<file path="src/rtl/cdc_fifo_read_streamer.sv">
// Read-domain sequencer: issues FIFO reads, absorbs the 1-cycle RAM latency and streams words from a 2-entry buffer.
// Empty falls in cycle N -> m_valid in N+2; with m_ready low, reads stop once buffered plus in-flight words reach 2.
module cdc_fifo_read_streamer #(
  parameter int DATA_WIDTH  = 8,
  parameter int COUNT_WIDTH = 16
) (
  input  logic                   clk,
  input  logic                   rst_n,
  input  logic                   fifo_empty,
  output logic                   fifo_rd_inc,
  input  logic [DATA_WIDTH-1:0]  fifo_rd_data,
  output logic                   m_valid,
  input  logic                   m_ready,
  output logic [DATA_WIDTH-1:0]  m_data,
  output logic [COUNT_WIDTH-1:0] rd_count
);

  logic [1:0]            occupancy;
  logic                  inflight;
  logic [DATA_WIDTH-1:0] head;
  logic [DATA_WIDTH-1:0] tail;
  logic                  pop;
  logic [1:0]            occupancy_next;

  assign m_valid = (occupancy != 2'd0);
  assign m_data  = head;
  assign pop     = m_valid && m_ready;

  // occupancy + inflight never exceeds 2 and pop implies occupancy >= 1, so 2 bits cannot wrap
  assign occupancy_next = occupancy + {1'b0, inflight} - {1'b0, pop};
  assign fifo_rd_inc    = rst_n && !fifo_empty && (occupancy_next < 2'd2);

  always_ff @(posedge clk) begin
    if (!rst_n) begin
      occupancy <= 2'd0;
      inflight  <= 1'b0;
      head      <= '0;
      tail      <= '0;
      rd_count  <= '0;
    end else begin
      occupancy <= occupancy_next;
      inflight  <= fifo_rd_inc;
      if (pop) begin
        rd_count <= rd_count + COUNT_WIDTH'(1);
      end
      if (inflight && ((occupancy == 2'd0) || ((occupancy == 2'd1) && pop))) begin
        head <= fifo_rd_data;
      end else if (pop && (occupancy == 2'd2)) begin
        head <= tail;
      end
      if (inflight && (((occupancy == 2'd1) && !pop) || ((occupancy == 2'd2) && pop))) begin
        tail <= fifo_rd_data;
      end
    end
  end

  a_occupancy_max: assert property (@(posedge clk) disable iff (!rst_n)
    (occupancy != 2'd3) && ({1'b0, occupancy} + {2'b0, inflight} <= 3'd2));
  a_no_read_when_empty: assert property (@(posedge clk) !(fifo_rd_inc && fifo_empty));

endmodule

</file>
<file path="config.mk">
export PLATFORM = sky130hd
export DESIGN_NAME = cdc_fifo_read_streamer
export DESIGN_NICKNAME = d
export VERILOG_FILES = /design/src/rtl/cdc_fifo_read_streamer.sv
export SDC_FILE = /design/constraint.sdc
export NUM_CORES = 1
export LEC_CHECK = 0
export CORE_ASPECT_RATIO = 0.5
export CORE_UTILIZATION = 53
export CTS_CLUSTER_DIAMETER = 30
export CTS_CLUSTER_SIZE = 8
export DETAILED_ROUTE_END_ITERATION = 12
export PLACE_DENSITY = 0.84
export SYNTH_ARGS = -nofsm -noshare
export SYNTH_HDL_FRONTEND = slang
export SYNTH_SLANG_ARGS = --single-unit
</file>
<file path="constraint.sdc">
create_clock -name clk -period 3 [get_ports clk]
set_input_delay 0.45 -clock clk [delete_from_list [all_inputs] [get_ports clk]]
set_output_delay 0.45 -clock clk [all_outputs]
set_load 0.01 [all_outputs]
</file>
==> metrics, run 1 <==
first-pass GRT wire length=4774 um; total CTS buffers=5; average wire per standard cell=12.25 um; DP Worst Slack=-0.006823 ns; diodes inserted=0; Synth Area in Simple Gates=23.35%; Achievable Freq=0.3676 GHz; initial antenna violation count=0; Final Power=0.001213 W; Mapped Nets=180; outcome=complete, no violations; post-synthesis mux area share=12.13%; final WL=2964 um; Area Growth Syn to Fin=28.89%; Psw=0.0003449 W; Critical Path Source Type=primary input; Final Critical Period=2.721 ns; Cell Chain, Critical Path=clkdlybuf4s50_1, o21ai_2, inv_1, ha_1, inv_1, ha_1, xnor2_1, xnor2_1, nor3b_1, dlygate4sd2_1; CTS HTree Levels=2; Synth Area in XOR/XNOR=6.368%; post-synthesis sequential area ratio=42.46%; syn_area_per_cell=10.00 um2; post-route insts no fill=242; Die H=41.46 um; Final ANT Viol Nets=0; final period utilization=90.69%; Setup TNS=0 ns; Starting DRT DRC Count=24; Worst-path clk slew=0.06 ns; P_leak=1.028 nW; max-cap viol count=0; post-synthesis async set-or-reset flop share=0%; Required @ worst endpoint=2.55 ns; Final Skew=0.004586 ns; Die Area=3355 um2; Yosys reg bits=35; crit end category=primary output; total gr overflow=0; Crit-path slowest cell=clkdlybuf4s50_1; Final Hold Vio Count=0; unrepaired setup endpoints after global routing=false; Least-Margin Pin Slew=0.4441 ns; share of cells above drive strength 1=7.805%; EDFF count, synth=0; Initial Utilization=59.68%; clock group share of total power=25.3%; WS Path Type=primary input to primary output; Comb pwr share=28.5%; Placed Cells incl. Taps=236; I/O pins=38; internal power=0.0008683 W; drt first pass iters=3; FP Rows=13; Via density=5.186; CP arrival=2.27 ns; Via Count=1255; die width=80.92 um; CP max FO=3; port bufs=37; Slew Limit Fails=0; Layout Nets=221; largest family of logic cells by synthesized area=simple AND/OR/NAND/NOR gates; Worst slew margin=70.39%; gr usage total=19.07%; TritonCTS Sinks=35; total core area=2765 um2; Unique masters post-synth=34; Worst VDD drop=371.0 uV; maximum clock path buffer count=2; Compound-Gate Fraction of Synth Area=8.870%; final setup vio count=0; Mapped Area=1650 um2; TritonCTS clock tree=yes; vias in the first global route=1090; worst hold path type=register to register; Net Sw Frac=28.43%; Seq pwr share=46.2%; DRC viols=0; worst skew pair latency=0.28 ns; placer congestion estimate=0.7350; CTS Root Cell=clkbuf_8; CTS Hold Bufs=0; Syn Inst Count=165; Detailed Place HPWL=2070 um; final core utilization=76.92%; PwrDens=570.3 nW/um2; Primary FF master, synth=dfxtp_1; adder-cell share of the synthesized area=2.274%; Max stage delay on crit path=0.43 ns; final worst setup slack=0.2794 ns; synth warn=0; largest net degree at the start of global routing=40
[Yosys cell counts (2+ instances only)]
| cell type | n | area share, % |
|---|---|---|
| clkbuf_1 | 5 | 1.1 |
| nor2b_1 | 8 | 3.0 |
| a21boi_0 | 2 | 0.91 |
| xor2_1 | 4 | 2.1 |
| nand2b_1 | 3 | 1.1 |
| nand2_1 | 19 | 4.3 |
| and2_1 | 12 | 4.5 |
| nor3_1 | 3 | 0.91 |
| nor4_1 | 3 | 1.1 |
| xnor2_1 | 8 | 4.2 |
| o211a_1 | 8 | 4.9 |
| ha_1 | 3 | 2.3 |
| nand3_1 | 5 | 1.5 |
| buf_6 | 2 | 1.4 |
| inv_1 | 7 | 1.6 |
| dfxtp_1 | 35 | 42 |
| nor3b_1 | 2 | 0.91 |
| mux2i_1 | 20 | 12 |
[cells by family after synthesis]
kind of cell / count (synthesis)
muxes: 20
AOI/OAI and AO/OA: 16
xor gates and xnor gates: 12
and+or+nand+nor: 64
adders and majority gates: 3
DFF: 35
buffers and inverters: 15
[worst paths after layout]
kind                                    from      endpoint  slack [ns]  depth (start not counted)
worst max-delay path                 m_ready   fifo_rd_inc        0.28                         10
worst min-delay path            rd_count[15]  rd_count[15]        0.47                          2
worst max register to register  occupancy[1]  occupancy[1]        1.29                          8
worst min register to register  rd_count[15]  rd_count[15]        0.47                          2
[power by group through the flow]
stage                     logic (W)  registers, W  clock network [W]
after floorplan            0.000201      0.000578                  0
after global placement     0.000341      0.000569                  0
after detailed placement   0.000351      0.000571                  0
after CTS                  0.000351      0.000561           0.000316
after global routing       0.000379      0.000569           0.000337
final                      0.000345      0.000561           0.000307
[layout by cell type, fill, tap and decap left out]
master,instances
nor3b_1,2
a21o_1,1
a211o_2,1
and2_1,12
ha_1,3
clkbuf_1,1
o2111a_1,1
nor3b_2,1
nand2_1,19
nand3_1,5
buf_4,5
o21ai_0,1
o2111ai_1,1
dlygate4sd2_1,1
or3b_1,1
or3_1,1
a21boi_0,2
xnor2_1,8
clkbuf_8,5
nor3_1,3
nor4_1,3
xor2_1,4
inv_1,7
and3_1,1
o21ai_2,1
nand4_4,1
nand4_1,1
clkdlybuf4s50_1,36
or2_2,1
nor4_4,1
nand3b_1,1
mux2i_1,20
nand2b_1,3
dfxtp_1,35
o211a_1,8
nor2b_1,8
[critical path: cells and delay by family]
kind,cells,cell delay [ns]
adder cells (fa/ha/maj),2,0.44
AND/OR/NAND/NOR,1,0.18
buffers and inverters,4,0.83
XOR/XNOR,2,0.29
AO/OA/AOI/OAI,1,0.08
[final cells by class]
| cell class | count | area (um2) |
|---|---|---|
| Clock buffer | 6 | 72.57 |
| Fill cell | 217 | 638.1 |
| Inverter | 7 | 26.28 |
| Multi-Input combinational cell | 115 | 874.6 |
| Sequential cell | 35 | 700.7 |
| Tap cell | 37 | 46.29 |
| Timing Repair Buffer | 42 | 406.6 |
[through the flow]
stage	cell area [um2]	hold slack [ns]
after floorplan	1650	0.4849
after global placement	2056	0.4552
after detailed placement	2056	0.4659
after CTS	2127	0.4753
after global routing	2127	0.4944
final	2127	0.4741
[state kept, by name (all words and copies together), names as in the netlist]
signal and count:
inflight 1, rd_count 16, tail 8, occupancy 2, m_data 8
[timing repair]
item                       CTS  global route
resized for setup            1             0
setup endpoints to repair    1             0
buffers inserted             0             0
[layer usage]
layer | global-route usage (%) | up-vias | part of all wire [%]
li1 | - | 645 | -
met1 | 22.75 | 579 | 48
met2 | 30.08 | 24 | 46
met3 | 7.692 | 7 | 4.9
met4 | 8.571 | 0 | 1.9
met5 | 0 | - | 0
No activity file was read; power rests on OpenSTA's default activity.
==> inputs of run 2 (changes only) <==
SKIP_CTS_REPAIR_TIMING = 1   (was unset)
==> run 2 against run 1 <==
Clock power hardly changed. Critical endpoint unchanged. Largest power group unchanged. Critical path type unchanged. Non-clock buffer count stayed put. Worst hold slack hardly changed. Die area stayed put.
==> metrics, run 2 (synthesis results as in run 1) <==
total core area=2765 um2 (unchanged); Placed Cells incl. Taps=236 (unchanged); max-cap viol count=0 (unchanged); Hold WS=0.4741 ns (+0.000001000 ns); Worst slew margin=70.42% (about the same); Via Count=1248 (-0.56%); Required @ worst endpoint=2.55 ns (about the same); maximum clock path buffer count=2 (unchanged); Final Skew=0.004445 ns (-0.0001412 ns); final period utilization=86.93% (-3.8 points); Achievable Freq=0.3835 GHz (+4.3%); P_leak=1.042 nW (+1.3%); average wire per standard cell=12.24 um (-0.10%); WS Path Type=primary input to primary output; Final Hold Vio Count=0 (unchanged); total gr overflow=0 (unchanged); I/O pins=38 (unchanged); FP Rows=13 (unchanged); diodes inserted=0 (unchanged); PwrDens=569.6 nW/um2 (-0.14%); Via density=5.157 (-0.56%); final setup vio count=0 (unchanged); TritonCTS clock tree=yes; Layout Nets=221 (unchanged); initial antenna violation count=0 (unchanged); Largest Register=rd_count; Critical Path Source Type=primary input; TritonCTS Sinks=35 (unchanged); CP max FO=3 (unchanged); CTS Root Cell=clkbuf_8; Initial Utilization=59.68% (unchanged); final WL=2961 um (-0.10%); worst hold path type=register to register; gr usage total=19.11% (+0.047 points); port bufs=37 (unchanged); placer congestion estimate=0.7350 (unchanged); first-pass GRT wire length=4788 um (+0.29%); commonest non-fill, non-tap cells in the layout=clkdlybuf4s50_1 (36), dfxtp_1 (35), mux2i_1 (20); Die Area=3355 um2 (unchanged); Least-Margin Pin Slew=0.4437 ns (-0.0003990 ns); final core utilization=77.24% (+0.32 points); unrepaired setup endpoints after global routing=false; drt first pass iters=4 (+1); crit end category=primary output; number of flip-flops under the largest register name=16 (unchanged); Worst-path clk slew=0.06 ns (about the same); commonest non-fill, non-tap cell in the layout=clkdlybuf4s50_1; post-route insts no fill=242 (unchanged); Final Critical Period=2.608 ns (-0.1127 ns); CTS HTree Levels=2 (unchanged); Final ANT Viol Nets=0 (unchanged); Die H=41.46 um (unchanged); vias in the first global route=1096 (+0.55%); share of cells above drive strength 1=8.293% (+0.49 points); largest net degree at the start of global routing=40 (unchanged); CP arrival=2.16 ns (-0.11 ns); Slew Limit Fails=0 (unchanged); Detailed Place HPWL=2070 um (unchanged); outcome=complete, no violations; Worst VDD drop=370.9 uV (about the same); total CTS buffers=5 (unchanged); worst skew pair latency=0.28 ns (about the same); DRC viols=0 (unchanged); Starting DRT DRC Count=31 (+29%); Area Growth Syn to Fin=29.42%; die width=80.92 um (unchanged)
## run 2: changes by cell type in the layout (fill, tap and decap cells not counted)
cell,previous run,this run
dlymetal6s2s_1,0,1
nor3b_1,2,1
dlygate4sd2_1,1,0
nor3b_2,1,2
## run 2: final cells by class
type / instances / area [um2]
clock buffer: 6 / 72.57
timing repair buffer: 42 / 410.4
fill: 213 / 629.4
tap: 37 / 46.29
inverter: 7 / 26.28
sequential: 35 / 700.7
multi-input combinational: 115 / 879.6
## run 2: critical path, stage by stage
cell and delay [ns]:
clkdlybuf4s50_1 0.43, o21ai_2 0.08, inv_1 0.07, ha_1 0.27, inv_1 0.04, ha_1 0.17, xnor2_1 0.13, xnor2_1 0.27
nor3b_2 0.08, dlymetal6s2s_1 0.17
## run 2: per-stage QoR
stage	setup WS (ns)	TNS (ns)	total power, W	instance area (um2)
floorplan	0.6408	0	0.0007789	1650
global placement	-0.001024	-0.001024	0.0009093	2056
detailed placement	-0.006823	-0.006823	0.0009211	2056
CTS	-0.03149	-0.03149	0.001229	2128
global route	0.2231	0	0.001288	2136
finish	0.3921	0	0.001216	2136
## run 2: power breakdown
group	internal (W)	switching, W	total (W)	leakage (nW)
registers	0.000520	0.0000412	0.000561	0.284
clock network	0.000155	0.000153	0.000307	0.0371
logic	0.000196	0.000152	0.000349	0.721
## run 2: final timing paths
| path | slack [ns] | start | end | cells after the start |
|---|---|---|---|---|
| worst min-delay path | 0.47 | rd_count[15] | rd_count[15] | 2 |
| worst max register to register | 1.26 | occupancy[1] | occupancy[1] | 8 |
| worst min register to register | 0.47 | rd_count[15] | rd_count[15] | 2 |
| worst max-delay path | 0.39 | m_ready | fifo_rd_inc | 10 |
## run 2: per-layer routing
layer | GRT usage, % | vias up | part of all wire (%)
li1 | - | 645 | -
met1 | 22.75 | 572 | 48
met2 | 30.25 | 24 | 46
met3 | 7.692 | 7 | 4.9
met4 | 8.571 | 0 | 1.9
met5 | 0 | - | 0
